[src/rtl/cenn_line_sched.sv]
// Line sequencer for the CeNN 3-line FIFO: tracks column/row of the pixel stream, flushes one
// padding line at frame end and qualifies the 3x3 window taps. Optional feature: `LINE_ERR_EN.
module cenn_line_sched #(
  parameter int LINE_LEN = 1024,
  parameter int FRAME_H  = 768,
  localparam int COL_W = $clog2(LINE_LEN),
  localparam int ROW_W = $clog2(FRAME_H)
) (
  input  logic             clk,
  input  logic             rst,
  input  logic             sof,
  input  logic             pix_valid,
  output logic             fifo_en,
  output logic             pad_sel,
  output logic             win_valid,
  output logic [COL_W-1:0] win_col,
  output logic [ROW_W-1:0] win_row,
  output logic [3:0]       border,
  output logic             busy,
  output logic             frame_done,
  output logic             line_err
);

  typedef enum logic [2:0] {
    S_IDLE,
    S_FILL,
    S_RUN,
    S_FLUSH,
    S_DONE
  } state_t;

  localparam logic [COL_W-1:0] COL_LAST = COL_W'(LINE_LEN - 1);
  localparam logic [ROW_W-1:0] ROW_LAST = ROW_W'(FRAME_H - 1);

  state_t           state_q, state_d;
  logic [COL_W-1:0] col_q, col_d;
  logic [ROW_W-1:0] row_q, row_d;
  logic             win_en;
  logic [ROW_W-1:0] win_row_d;
`ifdef LINE_ERR_EN
  logic             err_d;
`endif

  // NOTE: every signal driven here gets a default first, so no path can leave it
  // unassigned and infer a latch.
  always_comb begin
    state_d = state_q;
    col_d   = col_q;
    row_d   = row_q;
    fifo_en = 1'b0;
    pad_sel = 1'b0;
`ifdef LINE_ERR_EN
    err_d   = 1'b0;
`endif

    unique case (state_q)
      S_IDLE: ;
      S_FILL, S_RUN: begin
        fifo_en = pix_valid;
`ifdef LINE_ERR_EN
        // A gap inside a line would desynchronise the FIFO taps; abandon the frame.
        if (!pix_valid && col_q != '0) begin
          err_d   = 1'b1;
          state_d = S_IDLE;
          col_d   = '0;
          row_d   = '0;
        end
`endif
        if (pix_valid) begin
          if (col_q == COL_LAST) begin
            col_d = '0;
            if (state_q == S_FILL) begin
              row_d   = ROW_W'(1);
              state_d = S_RUN;
            end else if (row_q == ROW_LAST) begin
              state_d = S_FLUSH;
            end else begin
              row_d = row_q + 1'b1;
            end
          end else begin
            col_d = col_q + 1'b1;
          end
        end
      end
      S_FLUSH: begin
        fifo_en = 1'b1;
        pad_sel = 1'b1;
`ifdef LINE_ERR_EN
        err_d   = pix_valid;
`endif
        if (col_q == COL_LAST) begin
          col_d   = '0;
          row_d   = '0;
          state_d = S_DONE;
        end else begin
          col_d = col_q + 1'b1;
        end
      end
      S_DONE:  state_d = S_IDLE;
      default: state_d = S_IDLE;
    endcase

    // Start-of-frame wins from any state; the FIFO sees enable low for one cycle,
    // which also clears its addresses before the new frame.
    if (sof) begin
      state_d = S_FILL;
      col_d   = '0;
      row_d   = '0;
      fifo_en = 1'b0;
      pad_sel = 1'b0;
`ifdef LINE_ERR_EN
      err_d   = 1'b0;
`endif
    end

    win_en    = fifo_en && (state_q == S_RUN || state_q == S_FLUSH);
    win_row_d = (state_q == S_FLUSH) ? ROW_LAST : row_q - 1'b1;
  end

  assign busy       = (state_q != S_IDLE);
  assign frame_done = (state_q == S_DONE);

  // NOTE: state registers use non-blocking assignments so every flop samples the
  // pre-edge values regardless of statement order.
  always_ff @(posedge clk) begin
    if (rst) begin
      state_q   <= S_IDLE;
      col_q     <= '0;
      row_q     <= '0;
      win_valid <= 1'b0;
      win_col   <= '0;
      win_row   <= '0;
      border    <= '0;
    end else begin
      state_q   <= state_d;
      col_q     <= col_d;
      row_q     <= row_d;
      // Window qualifiers line up with the FIFO output registers, one cycle after enable.
      win_valid <= win_en;
      win_col   <= win_en ? col_q : '0;
      win_row   <= win_en ? win_row_d : '0;
      border    <= win_en ? {win_row_d == '0, win_row_d == ROW_LAST,
                             col_q == '0, col_q == COL_LAST} : 4'b0000;
    end
  end

`ifdef LINE_ERR_EN
  always_ff @(posedge clk) begin
    if (rst) line_err <= 1'b0;
    else     line_err <= err_d;
  end
`else
  assign line_err = 1'b0;
`endif

endmodule
[config.mk]
export PLATFORM = sky130hd
export DESIGN_NAME = cenn_line_sched
export DESIGN_NICKNAME = d
export VERILOG_FILES = /design/src/rtl/cenn_line_sched.sv
export SDC_FILE = /design/constraint.sdc
export NUM_CORES = 1
export LEC_CHECK = 0
export CAP_MARGIN = 25
export CELL_PAD_IN_SITES_DETAIL_PLACEMENT = 0
export CELL_PAD_IN_SITES_GLOBAL_PLACEMENT = 1
export CORE_AREA = 2 2 82 84
export CTS_CLUSTER_SIZE = 28
export DETAILED_ROUTE_END_ITERATION = 10
export DIE_AREA = 0 0 84 86
export GPL_TIMING_DRIVEN = 0
export PLACE_DENSITY = 0.77
export SKIP_LAST_GASP = 1
export SYNTH_ARGS = -nofsm -noshare
export SYNTH_HDL_FRONTEND = slang
export SYNTH_SLANG_ARGS = --single-unit
export TNS_END_PERCENT = 20
[constraint.sdc]
create_clock -name clk -period 2.35 [get_ports clk]
set_clock_uncertainty 0.2 [all_clocks]
set_input_delay 0.3525 -clock clk [delete_from_list [all_inputs] [get_ports clk]]
set_output_delay 0.3525 -clock clk [all_outputs]
set_load 0.02 [all_outputs]
==> results of run 1 <==
==> registers in the layout, summed over array words and instances, names as in the netlist <==
register	flops
row_q	10
win_col	10
border	4
state_q	3
win_valid	1
col_q	10
win_row	10
==> stage by stage <==
stage          hold slack (ns)  TNS (ns)  instance area (um^2)
3_5_place_dp             0.301     -2.30                  2650
6_report                 0.310         0                  2770
2_1_floorplan            0.225         0                  2230
3_3_place_gp             0.290     -1.81                  2650
4_1_cts                  0.313    -0.879                  2750
5_1_grt                  0.343    -0.155                  2770
==> path summary, 6_finish.rpt <==
path,startpoint,to
hold reg to reg,col_q[1]$_SDFFE_PP0P_,win_col[1]$_SDFF_PP0_
hold / removal,col_q[1]$_SDFFE_PP0P_,win_col[1]$_SDFF_PP0_
setup / recovery,row_q[1]$_SDFFE_PP0P_,row_q[6]$_SDFFE_PP0P_
setup reg to reg,row_q[1]$_SDFFE_PP0P_,row_q[6]$_SDFFE_PP0P_
==> timing repair <==
item	CTS	global route
endpoints found under the setup margin	13	15
buffers inserted	2	1
gates resized for setup	1	10
==> metal layers <==
| metal | vias to the layer above | wire length, um | global-route usage [%] |
|---|---|---|---|
| met3 | 4 | 177 | 3.18 |
| met5 | - | 0 | 0 |
| met1 | 880 | 2500 | 19.2 |
| met4 | 0 | 55 | 3.96 |
| met2 | 43 | 2240 | 23.1 |
| li1 | 992 | - | - |
==> area by class of cell <==
type                            instances  area (um^2)  share of cell area [%]
Clock inverter                          3         23.8                   0.859
Clock buffer                            5         68.8                    2.49
Inverter                                6         22.5                   0.814
Buffer                                 18         92.6                    3.35
Multi-Input combinational cell        189         1160                    41.8
Sequential cell                        48          963                    34.8
Timing Repair Buffer                   35          344                    12.4
Tap cell                               77         96.3                    3.48
==> power breakdown <==
| group | switching, mW | internal (mW) | total [mW] |
|---|---|---|---|
| clock network | 0.282 | 0.211 | 0.493 |
| logic | 0.0326 | 0.0206 | 0.0532 |
| registers | 0.00120 | 0.814 | 0.816 |
| total | 0.316 | 1.05 | 1.36 |
==> cells in the final DEF, fill, tap and decap left out, drive strengths merged, types with 3 or more instances in the layout <==
cell,count
a21oi,19
a31oi,6
and2,11
and3,3
and4,6
buf,8
clkbuf,18
clkdlybuf4s50,30
dfxtp,48
ha,4
inv,6
nand2,13
nand2b,4
nand3,8
nand3b,4
nand4,5
nor2,33
nor2b,4
nor3,8
nor4,4
o21ai,12
or3,5
or4,6
xnor2,5
xor2,9
==> cell families after synthesis <==
kind of cell / after synthesis / share of synthesized area, %
flip-flops: 48 / 43.1
multiplexers: 1 / 0.449
AND/OR/NAND/NOR: 128 / 33.3
AO/OA/AOI/OAI: 40 / 9.70
other: 1 / 0.168
buffers and inverters: 25 / 5.16
XOR/XNOR: 14 / 5.50
adder cells (fa/ha/maj): 5 / 2.69
==> worst reg2reg max path, delay by kind of cell (launching register included) <==
family / cells / cell delay, ns
and+or+nand+nor: 4 / 1.13
DFF: 1 / 0.37
adders and majority gates: 1 / 0.20
AOI/OAI and AO/OA: 1 / 0.16
buffers and inverters: 1 / 0.15
==> results.yml, run 1 <==
power:
  peakVddDrop_v: 0.000350
  totalPowerFinal_mw: 1.36
  power.leakage_nw: 1.06
  power.density_cell_area_nw_per_um2: 492
worst_setup_path:
  critPathRequiredTime_ns: 2.38
  crit_fanout: 10
  crit_arrival_ns: 2.32
  cp_num_cells: 7
  timing.critical_path.buf_inv: 1
  cp_top_family: "simple AND/OR/NAND/NOR gates"
  crit_path_top_delay_cell: "sky130_fd_sc_hd__or4_1"
  ff2ff_path_depth: 7
  r2r_slack_ns: 0.06
  cp_class: "flop to flop"
  slowest_delay_ns: 0.48
  worst_setup_path_start_kind: "flop"
  setup.worst_path.end_class: "flop"
  critical_path.cell_chain: "ha_1 -> and3_2 -> and4b_1 -> nand3b_4 -> buf_6 -> or4_1 -> a21oi_1"
logic_synthesis:
  synth_area_um2: 2230
  average_cell_area_after_synthesis_um2: 8.51
  net_count_after_synthesis: 270
  synth_edf_count: 0
  yosys-top-cells-area: "sky130_fd_sc_hd__dfxtp_1, sky130_fd_sc_hd__nor2_1, sky130_fd_sc_hd__a21oi_1"
  synthesis.yosys.warnings: 0
  synthDominantCellAreaShare_pct: 43.1
  ys_types: 46
  netlist_top_cells_count: "sky130_fd_sc_hd__dfxtp_1, sky130_fd_sc_hd__nor2_1, sky130_fd_sc_hd__a21oi_1"
  most_instantiated_library_cell_after_synthesis: "sky130_fd_sc_hd__dfxtp_1"
  synthFlopType: "sky130_fd_sc_hd__dfxtp_1"
  postSynth.asyncResetShare_pct: 0
  synth_area_leader_cell: "sky130_fd_sc_hd__dfxtp_1"
  ys_seq_area_share_pct: 43.1
  ys_ff_latch: 48
  synthCells: 262
clocking:
  cts.root.buffer_cell: "sky130_fd_sc_hd__clkbuf_8"
  clockBufferDepth: 2
  cts.reportedPaths.clkPinSlew_ns: 0.09
  cts.sinks: 48
  post_cts_hold_buffers: 0
  tritoncts: "yes"
  clock_insertion_delay_worst_skew_ns: 0.30
  cts.htree.levels: 2
  cts_inserted_buffers: 5
timing:
  finalHoldViolations: 0
  worstMarginPinSlew_ns: 0.585
  max_freq_mhz: 436
  layout_worst_path_cycle_share_pct: 97.6
  slew-limit-headroom_pct: 60.9
  final-max-slew-violation-count: 0
  grt_setup_unrepaired: "true"
  final_critical_path_setup_slack_ns: 0.0556
  timing.final.setup_violations: 0
  final.min_clock_period_ns: 2.29
routing:
  vias: 1919
  routed_via_density: 5.04
  wire_per_inst_um: 13.0
  route.antenna.remaining_nets: 0
  dr.pass1.iters: 4
  wirelength_um: 4970
  initialDrtViolationCount: 78
  drc: 0
floorplanning:
  die_height_um: 86
  design.core.area_um2: 6280
  io_pins: 34
  placement_rows: 29
  die-width_um: 84
  initial_core_util_pct: 35.5
  fp.dieArea_um2: 7220
min_path:
  hold_class: "flop to flop"
  hold_depth: 2
global_routing:
  grt_first_pass_wirelength_um: 8380
  grt_use_total_pct: 14.3
  grt_start_max_net_pins: 17
  antenna_found_initial: 0
  grt_overflow: 0
  first_global_vias: 1805
layout:
  area.growth.synth_to_final_pct: 24.1
  post_route_cells_drive_above_1_share_pct: 9.21
  postLayoutCoreUtil_pct: 44.1
  final_net_count: 311
  n_fill_cell: 653
  stdcell_count: 381
  diodes: 0
place:
  gp_routability_congestion: 0.735
  hpwl_um: 3590
  io_buffers: 32
  pre_cts_slack_ns: -0.213
  cell_count_after_placement: 371
status:
  status: "finished, final reports clean"
flow_run:
  max_cap_violations: 0
Note: power is estimated with default switching activity, not from simulation.
==> inputs of run 2 (changes only) <==
--- a/config.mk
+++ b/config.mk
@@ -15,6 +15,7 @@
 export GPL_TIMING_DRIVEN = 0
 export PLACE_DENSITY = 0.77
 export SKIP_LAST_GASP = 1
+export SLEW_MARGIN = 0
 export SYNTH_ARGS = -nofsm -noshare
 export SYNTH_HDL_FRONTEND = slang
 export SYNTH_SLANG_ARGS = --single-unit
==> results of run 2 <==
Final layout, timing and power as in run 1 (identical DEF).
==> patch 1: new RTL, flow settings as in run 1 <==
Add a define of `LINE_ERR_EN`.
--- a/src/rtl/cenn_line_sched.sv
+++ b/src/rtl/cenn_line_sched.sv
@@ -2,2 +2,4 @@
 // padding line at frame end and qualifies the 3x3 window taps. Optional feature: `LINE_ERR_EN.
+`define LINE_ERR_EN
+
 module cenn_line_sched #(
Function: changed (Yosys sat finds a counterexample within 4 cycles, from zero or initial values and one cycle with rst high).
==> patch 1 against run 1 <==
Non-clock buffer count increased by 5. First-iteration DRC count increased by 47%. Combinational power increased by 58%. Sequential cell count grew 1. Worst setup slack got worse by 0.041 ns. Power rose by 12%. Wire length increased by 24%. Cell area grew 14%. Cell count increased by 8.7%. Worst hold slack worse by 0.074 ns. Global-route usage grew 3.3 points. Area after synthesis up 7.6%. Critical path type unchanged. Largest cell class unchanged. Largest power group unchanged. Highest routed layer unchanged.
==> patch 1: results (changes against run 1) <==
Global routing
  • Gr usage total: 17.5% (was 14.3%)
  • Number of global-route vias before repair: 2137 (was 1805)
  • Largest net degree at the start of global routing: 17 (unchanged)
  • First-pass GRT wire length: 10300 um (was 8380 um)

Drt
  • Routed vias: 2205 (was 1919)
  • Met3 WL post-DR: 301 um (was 177 um)
  • WL/cell: 14.9 um (was 13.0 um)
  • M1 wire length: 2890 um (was 2500 um)
  • Max layer used: met4 (unchanged)
  • DRT iter0 DRCs: 115 (was 78)
  • Metal2 WL: 2910 um (was 2240 um)

Power and ir drop
  • Pwr dens: 485 nW/um2 (was 492 nW/um2)
  • Combinational power: 0.0839 mW (was 0.0532 mW)
  • Worst vdd ir: 0.290 mV (was 0.350 mV)
  • Reg power frac: 54.2% (was 59.9%)
  • Psw: 0.353 mW (was 0.316 mW)
  • Static Leak: 1.14 nW (was 1.06 nW)

Setup path
  • Worst R2R Setup Slack: 0.01 ns (was 0.06 ns)
  • CP max-delay cell: or4_4 (was or4_1)
  • Worst path arrival time: 2.36 ns (was 2.32 ns)
  • Crit path largest cell delay: 0.43 ns (was 0.48 ns)
  • Critical path peak fanout: 3 (was 10)

Logic synthesis
  • Commonest cells in the netlist: dfxtp_1 (49), nor2_1 (49), clkbuf_1 (15) (was dfxtp_1 (48), nor2_1 (33), a21oi_1 (19))
  • Post-synthesis sequential area ratio: 40.9% (was 43.1%)
  • Compound-cell area share of the yosys netlist: 11.0% (was 9.70%)
  • Post-Synth XOR/XNOR Area: 7.66% (was 5.50%)
  • Syn Nets: 298 (was 270)
  • Top post-synthesis cells by area: dfxtp_1 (41%), nor2_1 (7.7%), xnor2_1 (4.7%) (was dfxtp_1 (43%), nor2_1 (5.6%), a21oi_1 (4.3%))
  • Yosys cell types: 48 (was 46)
  • Mux cell area share after synthesis: 1.77% (was 0.449%)
  • Post-synthesis adder-cell area fraction: 2.08% (was 2.69%)

Place
  • Placement Cell Area: 2860 um2 (was 2650 um2)
  • GPL Wtd Cong: 0.884 (was 0.735)
  • HPWL Detailed: 4280 um (was 3590 um)
  • IO buf count: 33 (was 32)

Timing
  • Final period util: 99.4% (was 97.6%)
  • Worst Tran Pin Value: 0.691 ns (was 0.585 ns)

Cells and area
  • Share of layout cells above drive strength 1: 19.3% (was 9.21%)
  • NumNets Final: 344 (was 311)
  • Fillers: 634 (was 653)

CTS
  • CTS Buffer Depth: 2 (unchanged)

Worst hold path
  • Hold WC Path Type: primary input to flop (was flop to flop)

Status
  • Status: finished, final reports clean (unchanged)
-- patch 1: worst paths after layout --
kind | startpoint | depth (start not counted) | end
worst max-delay path | col_q[1]$_SDFFE_PP0P_ | 6 | row_q[7]$_SDFFE_PP0P_
worst min-delay path | rst | 2 | state_q[0]$_SDFFE_PP0P_
worst max register to register | col_q[1]$_SDFFE_PP0P_ | 6 | row_q[7]$_SDFFE_PP0P_
worst min register to register | col_q[4]$_SDFFE_PP0P_ | 1 | win_col[4]$_SDFF_PP0_
-- patch 1: layout make-up --
cell class	instances	share of cell area [%]
inverters	9	1.07
flip-flops and latches	49	32.0
plain buffers	13	2.22
clock inverters	3	1.47
repair buffers	45	13.0
multi-input cells	213	45.1
well taps	77	3.06
clock buffers	5	2.19
-- patch 1: layer usage --
metal | global-route usage [%] | vias to the layer above
li1 | - | 1107
met1 | 23.5 | 1031
met2 | 28.9 | 61
met3 | 2.89 | 6
met4 | 5.57 | 0
met5 | 0 | -
-- patch 1: repair_timing --
action | 4_1_cts | 5_1_grt
resized for setup | 29 | 21
cloned | 0 | 0
setup buffers | 8 | 3
pin swaps | 8 | 8
endpoints found under the setup margin | 28 | 28
-- patch 1: stage by stage --
stage / std cells / setup TNS [ns] / worst slack [ns] / hold WS, ns / utilization (%)
4_1_cts: 413 / -2.11 / -0.203 / 0.231 / 49.1
6_report: 414 / 0 / 0.0143 / 0.237 / 50.2
5_1_grt: 414 / -1.14 / -0.110 / 0.253 / 50.2
3_5_place_dp: 401 / -10.58 / -0.758 / 0.311 / 45.6
3_3_place_gp: 400 / -12.24 / -0.752 / 0.308 / 45.5
2_1_floorplan: 290 / -0.0640 / -0.0640 / 0.252 / -
==> patch 2: new RTL, flow settings as in run 1 <==
Without the edit above. Remove the register `win_row`: a continuous assignment takes its place, so the output `win_row` follows one clock earlier.
--- a/src/rtl/cenn_line_sched.sv
+++ b/src/rtl/cenn_line_sched.sv
@@ -131,3 +131,2 @@
       win_col   <= '0;
-      win_row   <= '0;
       border    <= '0;
@@ -140,3 +139,2 @@
       win_col   <= win_en ? col_q : '0;
-      win_row   <= win_en ? win_row_d : '0;
       border    <= win_en ? {win_row_d == '0, win_row_d == ROW_LAST,
@@ -145,2 +143,4 @@
   end
+
+  assign win_row = win_en ? win_row_d : '0;
 
Check against the original RTL: same outputs for any inputs over 10 cycles, from zero or initial values and one cycle with rst high; that may be too few to reach the edited logic, so the function may still have changed.
==> patch 2 against run 1 <==
The run now ends with negative setup slack left. Highest routed layer unchanged. Sequential cell count is 10 lower. Critical path depth is 1 lower. Worst setup slack worse by 0.20 ns. Power is 0.55% higher. Wire length is 3.4% lower. Combinational power is 8.5% higher. Non-clock buffer count is 4 higher. Area after synthesis is 13% lower. Cell area is 4.7% lower. Largest power group is now clock.
==> patch 2: results (changes against run 1) <==
Timing
  • Worst Tran Pin Value: 0.993 ns (was 0.585 ns)
  • Setup ws final: -0.143 ns (was 0.0556 ns)
  • Sum Neg Setup Slack: -0.698 ns (was 0 ns)
  • Final period util: 106% (was 97.6%)
  • Hold WS: 0.329 ns (was 0.310 ns)
  • Endpoints failing setup: 10 (was 0)

Logic synthesis
  • Post-Synth XOR/XNOR Area: 8.16% (was 5.50%)
  • Post-synthesis sequential area ratio: 39.4% (was 43.1%)
  • Synth Cell Area: 1930 um2 (was 2230 um2)
  • Yosys cell types: 42 (was 46)
  • Syn Nets: 242 (was 270)
  • Commonest cells in the netlist: dfxtp_1 (38), nor2_1 (24), nand2_1 (17) (was dfxtp_1 (48), nor2_1 (33), a21oi_1 (19))
  • Compound-cell area share of the yosys netlist: 10.6% (was 9.70%)
  • #FFs+latches synth: 38 (was 48)
  • Post-synthesis adder-cell area fraction: 2.59% (was 2.69%)
  • Top post-synthesis cells by area: dfxtp_1 (39%), xor2_1 (5.9%), and3_1 (4.9%) (was dfxtp_1 (43%), nor2_1 (5.6%), a21oi_1 (4.3%))

Place
  • Dpl ws: -1.06 ns (was -0.213 ns)
  • HPWL Detailed: 3370 um (was 3590 um)
  • GPL Wtd Cong: 0.791 (was 0.735)
  • Placement Cell Area: 2350 um2 (was 2650 um2)

Drt
  • DRT iter0 DRCs: 120 (was 78)
  • WL/cell: 13.3 um (was 13.0 um)
  • Metal2 WL: 2170 um (was 2240 um)
  • Met3 WL post-DR: 201 um (was 177 um)
  • M1 wire length: 2360 um (was 2500 um)

Worst hold path
  • Worst Hold Endpoint: border[1]$_SDFF_PP0_ (was win_col[1]$_SDFF_PP0_)
  • Hold path depth: 1 (was 2)
  • Hold path start: col_q[4]$_SDFFE_PP0P_ (was col_q[1]$_SDFFE_PP0P_)

Setup path
  • Worst path arrival time: 1.94 ns (was 2.32 ns)
  • Critical path peak fanout: 5 (was 10)

Cells and area
  • Non-CTS buffers: 57 (was 53)
  • NumNets Final: 290 (was 311)
  • Fillers: 625 (was 653)
  • Register area: 769 um2 (was 963 um2)
  • Inverters excl. clock: 4 (was 6)
  • Clk tree area frac: 5.22% (was 3.35%)
  • Multi-input gates: 176 (was 189)
  • Non-clock buffer share: 18.0% (was 15.8%)
  • Area occupied by multi-input gates: 1140 um2 (was 1160 um2)
  • Sequential share of cell area: 29.2% (was 34.8%)

Global routing
  • Met2 Usage GRT: 21.3% (was 23.1%)
  • Largest net degree at the start of global routing: 14 (was 17)
  • Gr usage total: 13.9% (was 14.3%)
  • Routing usage on met1: 19.1% (was 19.2%)
  • Number of global-route vias before repair: 1720 (was 1805)
  • GR Layer Usage met3: 2.89% (was 3.18%)

Status
  • Failing checks: negative setup slack
  • Status: finished, violations left (was finished, final reports clean)
patch 2: changes by cell type after synthesis, sizes merged, moves of 3 or more:
cell / before / now
nand4: 5 / 10
dfxtp: 48 / 38
nand3b: 4 / 0
a21oi: 19 / 13
clkbuf: 13 / 7
a31oi: 6 / 2
xor2: 9 / 13
nand2: 13 / 17
nor2: 33 / 24
and2: 11 / 3
or4: 6 / 2
and4: 6 / 2
and3: 3 / 15
buf: 6 / 9
patch 2: repair_timing:
action / 4_1_cts / 5_1_grt
buffers inserted: 8 / 4
endpoints found under the setup margin: 31 / 33
gates resized for setup: 59 / 6
pin swaps: 7 / 0
endpoints found under the hold margin: 0 / 0
patch 2: where the power goes:
part,internal [mW],switching [mW],total (mW)
combinational,0.0227,0.0351,0.0577
sequential,0.643,0.00172,0.645
clock,0.425,0.242,0.667
patch 2: critical path, cell delays in order (launching register included):
cell	delay (ns)
dfxtp_4	0.36
or4_4	0.56
nor3b_2	0.20
xor2_1	0.21
nor2_1	0.08
nor2_1	0.09
buf_4	0.14
